File: src/rtl/mmio_pkg.sv
// Shared register-map constants for the MMIO port hub.
// Offsets are relative to the hub base address.
package mmio_pkg;

  localparam logic [31:0] IN_OFS   = 32'h0000_0000;
  localparam logic [31:0] OUT_OFS  = 32'h0000_0100;
  localparam logic [31:0] PEND_OFS = 32'h0000_0200;
  localparam logic [31:0] MASK_OFS = 32'h0000_0204;

  localparam int WARMUP_CYC = 3;

  typedef logic [1:0] warm_cnt_t;

  // Byte offset of the idx-th word slot in a region starting at region_ofs.
  function automatic logic [31:0] slot_ofs(input logic [31:0] region_ofs, input int idx);
    return region_ofs + (32'(idx) << 2);
  endfunction

endpackage

File: src/rtl/in_sync.sv
// One input port: two-flop synchroniser, history register and change detect.
// Output q is the second-stage value, which is what the CPU reads back.
module in_sync #(
  parameter int W = 16
) (
  input  logic         clk,
  input  logic         rst_n,
  input  logic [W-1:0] d,
  output logic [W-1:0] q,
  output logic         changed
);

  logic [W-1:0] s1;
  logic [W-1:0] s2;
  logic [W-1:0] hist;

  always_ff @(posedge clk) begin
    if (!rst_n) begin
      s1   <= '0;
      s2   <= '0;
      hist <= '0;
    end else begin
      s1   <= d;
      s2   <= s1;
      hist <= s2;
    end
  end

  assign q       = s2;
  assign changed = (s2 != hist);

endmodule

File: src/rtl/mmio_port_hub.sv
// Memory-mapped hub: synchronised input ports, registered output ports with
// write strobes, and a change-triggered interrupt with pend/mask registers.
module mmio_port_hub
  import mmio_pkg::*;
#(
  parameter logic [31:0]      BASE_AD = 32'h1100_0000,
  parameter int               N_IN    = 4,
  parameter int               N_OUT   = 4,
  parameter int               IN_W    = 16,
  parameter int               OUT_W   = 16,
  parameter logic [OUT_W-1:0] OUT_RST = '0
) (
  input  logic                   CLK,
  input  logic                   RST_N,
  input  logic [31:0]            IOBUS_ADDR,
  input  logic [31:0]            IOBUS_OUT,
  input  logic                   IOBUS_WR,
  output logic [31:0]            IOBUS_IN,
  input  logic [N_IN*IN_W-1:0]   IN_PORTS,
  output logic [N_OUT*OUT_W-1:0] OUT_PORTS,
  output logic [N_OUT-1:0]       OUT_STB,
  output logic                   IRQ
);

  logic [N_IN*IN_W-1:0] in_val;
  logic [N_IN-1:0]      in_chg;
  logic [N_IN-1:0]      irq_pend;
  logic [N_IN-1:0]      irq_mask;
  logic [N_IN-1:0]      pend_set;
  logic [N_IN-1:0]      pend_clr;
  logic [N_IN-1:0]      pend_nxt;
  warm_cnt_t            warm_cnt;
  logic                 warm_done;
  logic [31:0]          ofs;
  logic [N_OUT-1:0]     out_we;
  logic                 pend_we;
  logic                 mask_we;
  logic                 unused_wdata;

  for (genvar i = 0; i < N_IN; i++) begin : g_in
    in_sync #(.W(IN_W)) u_sync (
      .clk     (CLK),
      .rst_n   (RST_N),
      .d       (IN_PORTS[i*IN_W +: IN_W]),
      .q       (in_val[i*IN_W +: IN_W]),
      .changed (in_chg[i])
    );
  end

  assign ofs          = IOBUS_ADDR - BASE_AD;
  assign unused_wdata = ^IOBUS_OUT;

  // Exact word-offset matches only, so unaligned addresses fall through to zero.
  always_comb begin
    IOBUS_IN = '0;
    out_we   = '0;
    pend_we  = 1'b0;
    mask_we  = 1'b0;
    for (int i = 0; i < N_IN; i++) begin
      if (ofs == slot_ofs(IN_OFS, i)) IOBUS_IN[IN_W-1:0] = in_val[i*IN_W +: IN_W];
    end
    for (int j = 0; j < N_OUT; j++) begin
      if (ofs == slot_ofs(OUT_OFS, j)) begin
        IOBUS_IN[OUT_W-1:0] = OUT_PORTS[j*OUT_W +: OUT_W];
        out_we[j]           = IOBUS_WR;
      end
    end
    if (ofs == PEND_OFS) begin
      IOBUS_IN[N_IN-1:0] = irq_pend;
      pend_we            = IOBUS_WR;
    end
    if (ofs == MASK_OFS) begin
      IOBUS_IN[N_IN-1:0] = irq_mask;
      mask_we            = IOBUS_WR;
    end
  end

  // Synchronisers come out of reset at zero; hold off pending for a few cycles
  // so a non-zero board input does not look like a change.
  assign warm_done = (warm_cnt == warm_cnt_t'(WARMUP_CYC));
  assign pend_set  = warm_done ? in_chg : '0;
  assign pend_clr  = pend_we ? IOBUS_OUT[N_IN-1:0] : '0;
  assign pend_nxt  = (irq_pend & ~pend_clr) | pend_set;

  always_ff @(posedge CLK) begin
    if (!RST_N) begin
      OUT_PORTS <= {N_OUT{OUT_RST}};
      OUT_STB   <= '0;
      irq_pend  <= '0;
      irq_mask  <= '0;
      IRQ       <= 1'b0;
      warm_cnt  <= '0;
    end else begin
      for (int j = 0; j < N_OUT; j++) begin
        if (out_we[j]) OUT_PORTS[j*OUT_W +: OUT_W] <= IOBUS_OUT[OUT_W-1:0];
      end
      OUT_STB  <= out_we;
      irq_pend <= pend_nxt;
      if (mask_we) irq_mask <= IOBUS_OUT[N_IN-1:0];
      IRQ <= |(irq_pend & irq_mask);
      if (!warm_done) warm_cnt <= warm_cnt + warm_cnt_t'(1);
    end
  end

endmodule

File: config.mk
export PLATFORM = sky130hd
export DESIGN_NAME = mmio_port_hub
export DESIGN_NICKNAME = d
export VERILOG_FILES = /design/src/rtl/mmio_pkg.sv /design/src/rtl/in_sync.sv /design/src/rtl/mmio_port_hub.sv
export SDC_FILE = /design/constraint.sdc
export NUM_CORES = 1
export LEC_CHECK = 0
export BUFFER_PORTS_ARGS = -buffer_cell sky130_fd_sc_hd__buf_2
export CORE_MARGIN = 2
export CORE_UTILIZATION = 35
export DETAILED_ROUTE_END_ITERATION = 8
export HOLD_SLACK_MARGIN = 0.12
export SYNTH_ARGS = -nofsm -noshare
export SYNTH_HDL_FRONTEND = slang
export SYNTH_SLANG_ARGS = --single-unit
File: constraint.sdc
create_clock -name CLK -period 2.9 [get_ports CLK]
set_clock_uncertainty 0.05 [all_clocks]
set_input_delay 0.29 -clock CLK [delete_from_list [all_inputs] [get_ports CLK]]
set_output_delay 0.29 -clock CLK [all_outputs]
set_load 0.01 [all_outputs]
==> out/qor.csv <==
metric,value,unit
outcome,"finished, final reports clean",
Critical Path End Type,output port,
CTS tree,yes,
Internal,6.397,mW
max cap viols,0,
top-level port count,232,
clock slew at reported path FFs,0.06,ns
min-delay worst type,in -> reg,
Required @ worst endpoint,2.56,ns
DRC viols,0,
sw power,1.785,mW
Iter 0 DRT Violations,503,
CP Class,in -> out,
Gate Count Post-Synth,957,
final WL,26000,um
Clock Power Share,45.4,%
Slew @ Worst Pin,0.8984,ns
DR vias,7583,
"Remaining Overflow, GRT",0,
share of layout cells above drive strength 1,24.38,%
Mapped Area,10150,um^2
Final nets,1368,
vias in the first global route,7340,
crit path max fanout,6,
DP HPWL,18540,um
Synth cell types,52,
CTS Sinks,271,
Final Max Tran Viols,0,
"Top FF cell, synth",dfxtp_1,
power share of the combinational group,6.7,%
post-synthesis adder-cell area fraction,0.1233,%
Tcrit/Tclk final,92.52,%
die height,174.3,um
"Seq/Total Area, Yosys",53.46,%
fin crit period,2.683,ns
Resize count post-CTS,0,
Layout Area Growth over Synthesis,31.38,%
Worst Setup Start Kind,input pin,
starting density of the core,35.45,%
Synth Area in Compound Gates,4.427,%
H-tree depth,1,
largest net degree at the start of global routing,118,
initial antenna violation count,0,
simple-gate area share of the yosys netlist,21.53,%
Root Buffer,clkbuf_16,
Setup TNS,0,ns
Critical Path AT,2.34,ns
Rel. slew slack,40.02,%
setup violators final,0,
global placement routability congestion,0.8363,
LEAKAGE,5.467,nW
first-pass GRT wire length,40600,um
Die X,174.3,um
"flops & latches, synth",271,
overall power,8.182,mW
number of synthesized flops with an enable pin,0,
async set or reset register ratio after synthesis,0,%
remaining antenna violation count,0,
FMAX,0.3727,GHz
largest family of logic cells by synthesized area,simple AND/OR/NAND/NOR gates,
Fill cells,2657,
Clock Latency Late Sink,0.55,ns
1st-pass router iterations,5,
Sw Ratio,21.82,%
Pwr per Cell Area,613.7,nW/um^2
Mean Syn Cell Area,10.60,um^2
routed len/inst,15.86,um
Final Hold Fails,0,
mux cell area share after synthesis,11.26,%
maximum vdd drop,0.5282,mV
Core Area,28630,um^2
synth warn,0,
port buffer count,199,
Ant. Diodes,0,
via-per-instance ratio,4.627,
register share of total power,47.9,%
RSZ-0062 raised after global routing,false,
total CTS buffers,29,
Post-Synth XOR/XNOR Area,5.610,%
# Post-CTS Setup Buffers,0,
die area,30370,um^2
row count,62,
total track usage,16.83,%
deepest clock path buffer count,3,
==> power by group through the flow <==
stage	Clock, mW	Sequential [mW]	Combinational, mW
detailed placement	0	4.00	0.467
floorplan	0	3.97	0.309
global placement	0	4.00	0.462
finish	3.72	3.92	0.546
global route	3.96	3.93	0.604
CTS	3.82	3.92	0.552
==> registers in the layout, summed over array words and instances (netlist names) <==
signal / cells
OUT_PORTS: 64
g_in.u_sync.hist: 64
g_in.u_sync.q: 64
g_in.u_sync.s1: 64
OUT_STB: 4
irq_mask: 4
irq_pend: 4
warm_cnt: 2
IRQ: 1
==> metal layers <==
layer | vias to the layer above | global-route usage [%] | share of wire, %
met5 | - | 0 | 0
met3 | 35 | 2.734 | 5.1
met1 | 3581 | 22.91 | 47
li1 | 3735 | - | -
met4 | 0 | 3.641 | 1.9
met2 | 232 | 28.13 | 46
==> critical path, stage by stage <==
cell and delay, ns:
buf_2 0.10, nor4_1 0.39, and4_1 0.37, and3_1 0.27, o2111ai_1 0.17, a222oi_1 0.52
buf_2 0.23
==> cell type report <==
cell class | count | area [um^2] | area share, %
tap | 384 | 480.5 | 3.604
sequential | 271 | 5425 | 40.69
timing repair buffer | 300 | 1982 | 14.87
clock buffer | 38 | 819.5 | 6.147
inverter | 8 | 30.03 | 0.2252
multi-input combinational | 626 | 4436 | 33.27
clock inverter | 12 | 158.9 | 1.192
==> layout by cell type (no fill, tap or decap), drive strengths merged, types with 5 or more instances in the layout <==
cell,instances
conb,16
o21ai,6
mux2i,59
nand4,25
nand3,6
and2,192
inv,10
xnor2,64
mux4,24
nor3,5
nor4,12
buf,220
clkbuf,38
nand2,67
a21oi,39
nor2,61
clkinv,6
dlygate4sd3,80
dfxtp,271
==> kinds of logic (layout without fill, tap and decap cells) <==
family / count (synthesis) / in the layout
simple gates: 388 / 388
buf+inv: 75 / 358
other cells: 1 / 16
compound gates: 72 / 72
flops: 271 / 271
fa+ha+maj: 1 / 1
xor+xnor: 65 / 65
mux: 84 / 84
==> through the flow <==
| step | util [%] | setup slack [ns] | hold slack (ns) | std cells | area (um^2) |
|---|---|---|---|---|---|
| detailed placement | 40.36 | 0.2796 | 0.3669 | 1509 | 11550 |
| global route | 46.57 | 0.01537 | 0.1975 | 1639 | 13330 |
| CTS | 46.57 | 0.2423 | 0.1347 | 1639 | 13330 |
| floorplan | - | 0.4602 | 0.3619 | 972 | 10200 |
| finish | 46.57 | 0.2168 | 0.1563 | 1639 | 13330 |
| global placement | 40.36 | 0.2589 | 0.3681 | 1509 | 11550 |
==> timing repair <==
item / CTS / global route
hold buffers: 80 / 0
endpoints found under the hold margin: 132 / 0
endpoints found under the setup margin: 0 / 0
==> path summary, 6_finish.rpt <==
path / slack (ns) / to / cells after the start / start
max: 0.22 / IOBUS_IN[1] / 7 / IOBUS_ADDR[26]
max reg2reg: 1.10 / irq_pend[2] / 4 / g_in[2].u_sync.q[10]
min reg2reg: 0.37 / g_in[0].u_sync.q[8] / 1 / g_in[0].u_sync.s1[8]
min: 0.16 / irq_pend[2] / 4 / IOBUS_WR
==> synthesized netlist by cell type, types with 4 or more instances <==
library cell  count  share of area (%)
dfxtp_1         271                 53
and2_1          192                 12
nand2_1          67                2.5
xnor2_1          64                5.5
nor2_1           61                2.3
mux2i_1          59                5.8
clkbuf_1         40                1.5
a21oi_1          39                1.9
mux4_2           24                5.3
nand4_1          23                1.4
buf_4            17                1.3
inv_1             7               0.26
buf_2             6               0.30
nand3_1           6               0.30
nor4_1            6               0.37
o21ai_0           6               0.30
nor3_1            5               0.25
nand2b_1          4               0.25
nor2b_1           4               0.25
nor4_2            4               0.49
o22ai_1           4               0.25
o41ai_1           4               0.35
Note: power is estimated with default switching activity, not from simulation.
